### config.mk
export PLATFORM = sky130hd
export DESIGN_NAME = sprite_evaluator
export DESIGN_NICKNAME = d
export VERILOG_FILES = /design/src/rtl/sprite_pkg.sv /design/src/rtl/sprite_line_buffer.sv /design/src/rtl/sprite_evaluator.sv
export SDC_FILE = /design/constraint.sdc
export NUM_CORES = 1
export LEC_CHECK = 0
export CORE_ASPECT_RATIO = 0.8
export CORE_MARGIN = 1.5
export CORE_UTILIZATION = 39
export CTS_CLUSTER_DIAMETER = 40
export DETAILED_ROUTE_END_ITERATION = 7
export PLACE_DENSITY = 0.51
export SLEW_MARGIN = 20
export SYNTH_ARGS = -nofsm -noshare
export SYNTH_HDL_FRONTEND = slang
export SYNTH_SLANG_ARGS = --single-unit
### constraint.sdc
create_clock -name clk -period 6.5 [get_ports clk]
set_input_delay 0.65 -clock clk [delete_from_list [all_inputs] [get_ports clk]]
set_output_delay 0.65 -clock clk [all_outputs]
set_load 0.01 [all_outputs]
### src/rtl/sprite_pkg.sv
// Shared types and constants for the per-scanline sprite evaluator.
// Latency: n/a (types and a pure combinational helper only).
// Backpressure: n/a.
package sprite_pkg;

    localparam int OAM_ADDR_W   = 6;
    // Row offset inside a sprite; 4 bits covers both 8- and 16-line sprites.
    localparam int SPRITE_ROW_W = 4;

    typedef struct packed {
        logic [7:0] y;
        logic [7:0] tile;
        logic [7:0] attr;
        logic [7:0] x;
    } oam_entry_t;

    typedef enum logic [1:0] {
        IDLE,
        SCAN,
        DONE
    } eval_state_t;

    // A sprite covers lines y .. y+h-1 with no wrap past line 255.
    function automatic logic sprite_hit(input logic [7:0] line,
                                        input logic [7:0] y,
                                        input int unsigned h);
        logic [7:0] diff;
        diff = line - y;
        return (line >= y) &&
               (diff[7:SPRITE_ROW_W] == '0) &&
               ({1'b0, diff[SPRITE_ROW_W-1:0]} < (SPRITE_ROW_W+1)'(h));
    endfunction

endpackage

### src/rtl/sprite_line_buffer.sv
// Double-banked secondary OAM: 2 x MAX_SPRITES x 32-bit entries, one write port, async read.
// Latency: write lands on the next clk_i edge; read is combinational.
// Backpressure: none; the writer owns the back bank, the reader owns the front bank.
module sprite_line_buffer #(
    parameter int MAX_SPRITES = 8
) (
    input  logic                           clk_i,
    input  logic                           wr_en_i,
    input  logic                           wr_bank_i,
    input  logic [$clog2(MAX_SPRITES)-1:0] wr_idx_i,
    input  logic [31:0]                    wr_data_i,
    input  logic                           rd_bank_i,
    input  logic [$clog2(MAX_SPRITES)-1:0] rd_idx_i,
    output logic [31:0]                    rd_data_o
);

    // Entry contents are don't-care after reset; slot validity is tracked by the counts.
    logic [31:0] mem_q [2][MAX_SPRITES];

    // Store one selected sprite into the back bank.
    always_ff @(posedge clk_i) begin
        if (wr_en_i) begin
            mem_q[wr_bank_i][wr_idx_i] <= wr_data_i;
        end
    end

    assign rd_data_o = mem_q[rd_bank_i][rd_idx_i];

endmodule

### src/rtl/sprite_evaluator.sv
// Scans all OAM entries per line and keeps the first MAX_SPRITES hits in a double-buffered secondary OAM.
// Latency: addr k in cycle T+1+k, data k evaluated T+2+k, eval_done at T+66 (earlier on overflow).
// Backpressure: none; a new line_start always swaps banks and restarts. Option macro: SPRITE_ZERO_FLAG_EN.
module sprite_evaluator
    import sprite_pkg::*;
#(
    parameter int MAX_SPRITES = 8,
    parameter int SPRITE_H    = 8,
    parameter int OAM_ENTRIES = 64
) (
    input  logic                           clk,
    input  logic                           reset_n,
    input  logic                           line_start,
    input  logic [7:0]                     line_num,
    output logic [OAM_ADDR_W-1:0]          oam_read_addr,
    input  logic [31:0]                    oam_read_data,
    input  logic [$clog2(MAX_SPRITES)-1:0] sec_rd_idx,
    output logic [31:0]                    sec_rd_data,
    output logic [$clog2(MAX_SPRITES):0]   sprite_count,
    output logic                           sprite_overflow,
    output logic                           eval_done,
    output logic                           eval_late,
    output logic                           busy
`ifdef SPRITE_ZERO_FLAG_EN
    ,
    output logic                           sprite0_in_line
`endif
);

    localparam int IDX_W = $clog2(MAX_SPRITES);
    localparam int CNT_W = IDX_W + 1;
    localparam logic [OAM_ADDR_W-1:0] LAST_ADDR = OAM_ADDR_W'(OAM_ENTRIES - 1);
    localparam logic [CNT_W-1:0]      FULL_CNT  = CNT_W'(MAX_SPRITES);

    eval_state_t           state_q;
    logic [OAM_ADDR_W-1:0] addr_q;
    logic                  addr_last_q;   // every address has been issued
    logic                  vld_q;         // oam_read_data holds entry idx_q this cycle
    logic [OAM_ADDR_W-1:0] idx_q;
    logic [7:0]            line_q;
    logic                  bank_q;        // back bank being written; front is ~bank_q
    logic [CNT_W-1:0]      cnt_q;
    logic                  ovf_q;
    logic [CNT_W-1:0]      front_cnt_q;
    logic                  front_ovf_q;
    logic                  eval_done_q;
    logic                  eval_late_q;
    logic                  busy_q;

    oam_entry_t  rd_entry;
    logic        hit;
    logic        room;
    logic        buf_we;
    logic [31:0] front_data;

    assign rd_entry = oam_entry_t'(oam_read_data);
    assign hit      = sprite_hit(line_q, rd_entry.y, SPRITE_H);
    assign room     = (cnt_q < FULL_CNT);
    // A line_start in the same cycle discards the entry currently on the bus.
    assign buf_we   = (state_q == SCAN) && vld_q && hit && room && !line_start;

    sprite_line_buffer #(
        .MAX_SPRITES(MAX_SPRITES)
    ) u_buf (
        .clk_i    (clk),
        .wr_en_i  (buf_we),
        .wr_bank_i(bank_q),
        .wr_idx_i (cnt_q[IDX_W-1:0]),
        .wr_data_i(rd_entry),
        .rd_bank_i(~bank_q),
        .rd_idx_i (sec_rd_idx),
        .rd_data_o(front_data)
    );

    // Scan FSM: bank swap on line_start, address issue, hit counting and completion.
    always_ff @(posedge clk or negedge reset_n) begin
        if (!reset_n) begin
            state_q     <= IDLE;
            addr_q      <= '0;
            addr_last_q <= 1'b0;
            vld_q       <= 1'b0;
            idx_q       <= '0;
            line_q      <= '0;
            bank_q      <= 1'b0;
            cnt_q       <= '0;
            ovf_q       <= 1'b0;
            front_cnt_q <= '0;
            front_ovf_q <= 1'b0;
            eval_done_q <= 1'b0;
            eval_late_q <= 1'b0;
            busy_q      <= 1'b0;
        end else begin
            eval_done_q <= 1'b0;
            eval_late_q <= 1'b0;
            if (line_start) begin
                bank_q      <= ~bank_q;
                front_cnt_q <= cnt_q;
                front_ovf_q <= ovf_q;
                cnt_q       <= '0;
                ovf_q       <= 1'b0;
                line_q      <= line_num;
                addr_q      <= '0;
                addr_last_q <= 1'b0;
                vld_q       <= 1'b0;
                state_q     <= SCAN;
                busy_q      <= 1'b1;
                eval_late_q <= (state_q == SCAN);
            end else begin
                unique case (state_q)
                    IDLE: ;
                    SCAN: begin
                        vld_q <= !addr_last_q;
                        idx_q <= addr_q;
                        if (addr_q == LAST_ADDR) begin
                            addr_last_q <= 1'b1;
                        end else begin
                            addr_q <= addr_q + OAM_ADDR_W'(1);
                        end
                        if (buf_we) begin
                            cnt_q <= cnt_q + CNT_W'(1);
                        end
                        if (vld_q && hit && !room) begin
                            ovf_q <= 1'b1;
                        end
                        if (vld_q && ((hit && !room) || (idx_q == LAST_ADDR))) begin
                            state_q     <= DONE;
                            busy_q      <= 1'b0;
                            eval_done_q <= 1'b1;
                        end
                    end
                    DONE:    state_q <= IDLE;
                    default: state_q <= IDLE;
                endcase
            end
        end
    end

`ifdef SPRITE_ZERO_FLAG_EN
    logic s0_q;
    logic front_s0_q;

    // Entry 0 is always the first candidate, so a write of it always lands in slot 0.
    always_ff @(posedge clk or negedge reset_n) begin
        if (!reset_n) begin
            s0_q       <= 1'b0;
            front_s0_q <= 1'b0;
        end else if (line_start) begin
            front_s0_q <= s0_q;
            s0_q       <= 1'b0;
        end else if (buf_we && (idx_q == '0)) begin
            s0_q <= 1'b1;
        end
    end

    assign sprite0_in_line = front_s0_q;
`endif

    assign oam_read_addr   = addr_q;
    assign sprite_count    = front_cnt_q;
    assign sprite_overflow = front_ovf_q;
    assign eval_done       = eval_done_q;
    assign eval_late       = eval_late_q;
    assign busy            = busy_q;
    // Unused slots read as Y=FF so the renderer sees them as off-screen.
    assign sec_rd_data     = ({1'b0, sec_rd_idx} >= front_cnt_q) ? 32'hFFFF_FFFF : front_data;

endmodule

==> key figures <==
Run status
  – Status: finished clean

CTS
  – Clock-pin transition on the worst setup and hold timing paths: approximately 0.06 ns
  – CTS tree: yes
  – Clk root buf: clkbuf_16
  – Hold-fix buffers at CTS: 0
  – Total clock buffers created by CTS: ~70
  – Quantity of gates resized following cts: 0
  – H-tree lvl count: 3
  – Clock sink count: 550
  – Clock tree buffer depth: 3
  – Setup fix buffers added after clock tree synthesis: 0
  – Insertion delay to the later sink of the worst-skew pair: roughly 0.59 ns

Setup path
  – Reg2Reg Launch Point: line_q[3]
  – Number of cells on the worst reg-to-reg path: 7
  – Largest driver fanout on the critical path: 36
  – Worst Setup SP: bank_q
  – CP required: just under 6 ns
  – Capture instance of the worst register-to-register path: u_buf.mem_q[1][21]
  – Type of the worst setup path: register to output port
  – Startpoint type of the worst setup path: register
  – Reg2Reg Setup Slack: around 2.5 ns
  – Endpoint arrival time on the critical path: between 4 and 5 ns
  – Kind of end point of the critical path: output port

Final layout
  – ANT cells: 0
  – Layout cells sized above 1: 28.4%
  – Syn-to-layout area delta: 19.7%
  – Number of nets in the layout: between 1,000 and 1,500

Logic synthesis
  – Top flip-flop cell by instance count after synthesis: edfxtp_1
  – Net Count, Synth: about 1,000
  – Share of synthesized registers carrying an async set or reset: between 6 and 7%
  – Number of enable-type register cells in the synthesized netlist: between 500 and 600
  – YS warnings: 0
  – Synth top area share: just over 70%
  – Total standard cell area after synthesis: 21,600 sq um
  – Proportion of synthesized chip area in sequential cells: about three quarters
  – Number of storage elements in the synthesis netlist: between 500 and 600
  – Synth area leader: edfxtp_1
  – Unique cell type count in the Yosys netlist: 50
  – Mean cell area of the mapped netlist: 21.8 sq um
  – Cell types occupying the most area after synthesis: edfxtp_1 71%, mux4_2 17%, dfrtp_1 4.4%
  – Number of instances in the synthesized netlist: slightly below 1,000

STA
  – Fmax: approximately 0.21 GHz
  – Final hold violation count: 0
  – Number of setup violations in the final report: 0
  – Final period utilization: between 70% and 80%
  – Number of slew-limit violations in the final report: 0
  – Setup repair after global routing missed its margin: no
  – Hold Slack: ~0.18 ns
  – Maximum clock skew at final layout: about 0.025 ns
  – Worst slew slack as a fraction of its limit: 35.1%
  – TNS Setup: 0 ns
  – Clock period minus worst slack: about 4.7 ns
  – Slew of the pin with the lowest slew margin: roughly 0.97 ns

Route
  – Overall via count from detail_route: between 10,000 and 15,000
  – Detailed-routing iteration count for the pre-antenna-repair pass: 4
  – Iter 0 DRT Violations: roughly 940
  – Number of nets with antenna violations after routing: 0
  – Post-route DRC: 0
  – Via-per-instance ratio: about 5.2
  – Wire length after detailed routing: ~47 mm
  – Routed length per placed instance: roughly 24 um

Floorplanning
  – Initial Util: around 40%
  – Site Rows: 76
  – Core Box Area: around 54,000 sq um
  – Overall die area: ~57,000 sq um
  – Die Height: around 210 um
  – I/O Pins: slightly above 90
  – Die Width: between 200 and 300 um

Power and ir drop
  – Worst vdd rail ir drop: 0.000210 V
  – Power density over the cells: between 300 and 400 nW/um^2
  – Leak: approximately 8.3 nW

Global routing
  – Number of global-route vias before repair: 10,600
  – Total congestion overflow after global routing: 0
  – Initial antenna violation count: 1
  – Pin count of the biggest net entering global routing: 84
  – Wire length of the first global-routing pass: about 71 mm
  – Total routing usage reported by global routing: around 17%

Job
  – # Max-Cap Violations: 0

Place
  – Count of input and output buffers: a little over 90
  – Placed wire-length estimate after detailed placement: around 26 mm
  – GPL Wtd Cong: just under 0.8

Hold path
  – Tightest Hold Check Type: primary input to asynchronous set/reset pin
-- worst max-delay path, cell delays in order, from the launching register on --
cell and delay (ns):
dfrtp_4 0.92, buf_4 0.60, mux4_2 0.65, mux4_2 0.53
or2_1 0.24, clkdlybuf4s50_1 0.48
-- synthesized netlist by cell type (2+ instances only) --
cell	count
nand3b_1	4
mux2_2	12
o21ai_0	9
a211oi_1	4
a21o_1	3
nor3_1	11
or2_1	32
nor2b_1	4
o21ba_2	2
ha_1	13
clkbuf_1	30
nor2_1	25
xor2_1	4
dfrtp_1	38
a21oi_1	16
nand2_1	34
buf_1	6
and4_1	2
buf_2	13
mux4_2	160
nand3_1	5
and3_1	4
nand2b_1	5
edfxtp_1	512
nand4_1	3
inv_1	13
nor4_1	3
-- report_power, final --
part | internal (mW) | switching, mW
logic | 0.686 | 0.497
registers | 3.88 | 0.0834
clock network | 2.18 | 1.47
total | 6.76 | 2.05
-- how the worst max path moves through the flow --
stage	endpoint	slack, ns	cells past startpoint
3_5_place_dp	u_buf.mem_q[1][179]	1.31	9
3_3_place_gp	u_buf.mem_q[1][172]	1.37	10
6_report	sec_rd_data[23]	1.76	5
4_1_cts	sec_rd_data[23]	1.65	5
2_1_floorplan	u_buf.mem_q[1][224]	0.73	7
5_1_grt	sec_rd_data[0]	1.51	5
-- state kept, by name, summed over array words and instances (netlist names), 2 cells and up --
signal,flops
cnt_q,4
idx_q,6
line_q,8
oam_read_addr,6
sprite_count,4
state_q,2
u_buf.mem_q,512
-- metal layers --
layer  global-route usage, %  share of wire, %  wire (um)  up-vias
met4                    4.39               1.5        724        2
li1                        -                 -          -     4418
met2                    25.9                46      21500      238
met3                    3.47               4.4       2050       63
met1                    25.8                48      22600     5361
met5                       0             0.028         13        -
-- per-stage QoR --
step | setup WS [ns] | total power, mW | area, sq um | util [%] | instances
final | 1.76 | 8.81 | 25800 | 47.6 | 1924
after global routing | 1.51 | 9.16 | 25800 | 47.6 | 1924
after CTS | 1.65 | 8.94 | 25800 | 47.6 | 1924
after detailed placement | 1.31 | 5.26 | 23600 | 43.5 | 1802
after global placement | 1.37 | 5.26 | 23600 | 43.5 | 1802
after floorplan | 0.726 | 4.90 | 21600 | - | 990
-- cell families after synthesis --
logic type               Yosys count  share of synthesized area [%]
AO/OA/AOI/OAI                     46                           1.43
buffers and inverters             62                           1.15
XOR/XNOR                           5                          0.203
multiplexers                     173                           17.4
AND/OR/NAND/NOR                  141                           3.52
adder cells (fa/ha/maj)           13                          0.753
flip-flops                       550                           75.6
-- cells in the final DEF, fill, tap and decap left out, types with 5 or more instances in the layout --
cell and instances:
clkbuf_1 11, o21ai_0 9, nand3_1 5, clkbuf_16 70, clkinv_1 9, mux2_2 12, inv_1 13, clkdlybuf4s50_1 87
buf_4 24, edfxtp_1 512, nor2_1 12, a21oi_1 16, nand2b_1 5, dfrtp_1 37, buf_12 6, nor2_4 13
or2_1 32, nor3_1 9, inv_6 9, clkinvlp_4 7, ha_1 13, nand2_1 34, mux4_2 160
-- area by class of cell --
class                   count  area, sq um
clock buffers              83         1820
clock inverters            39          384
fillers                  4461        28500
inverters                  13         48.8
multi-input cells         378         5140
flip-flops and latches    550        16300
well taps                 741          927
repair buffers            120         1190
Power figures use the tool's default switching activity.
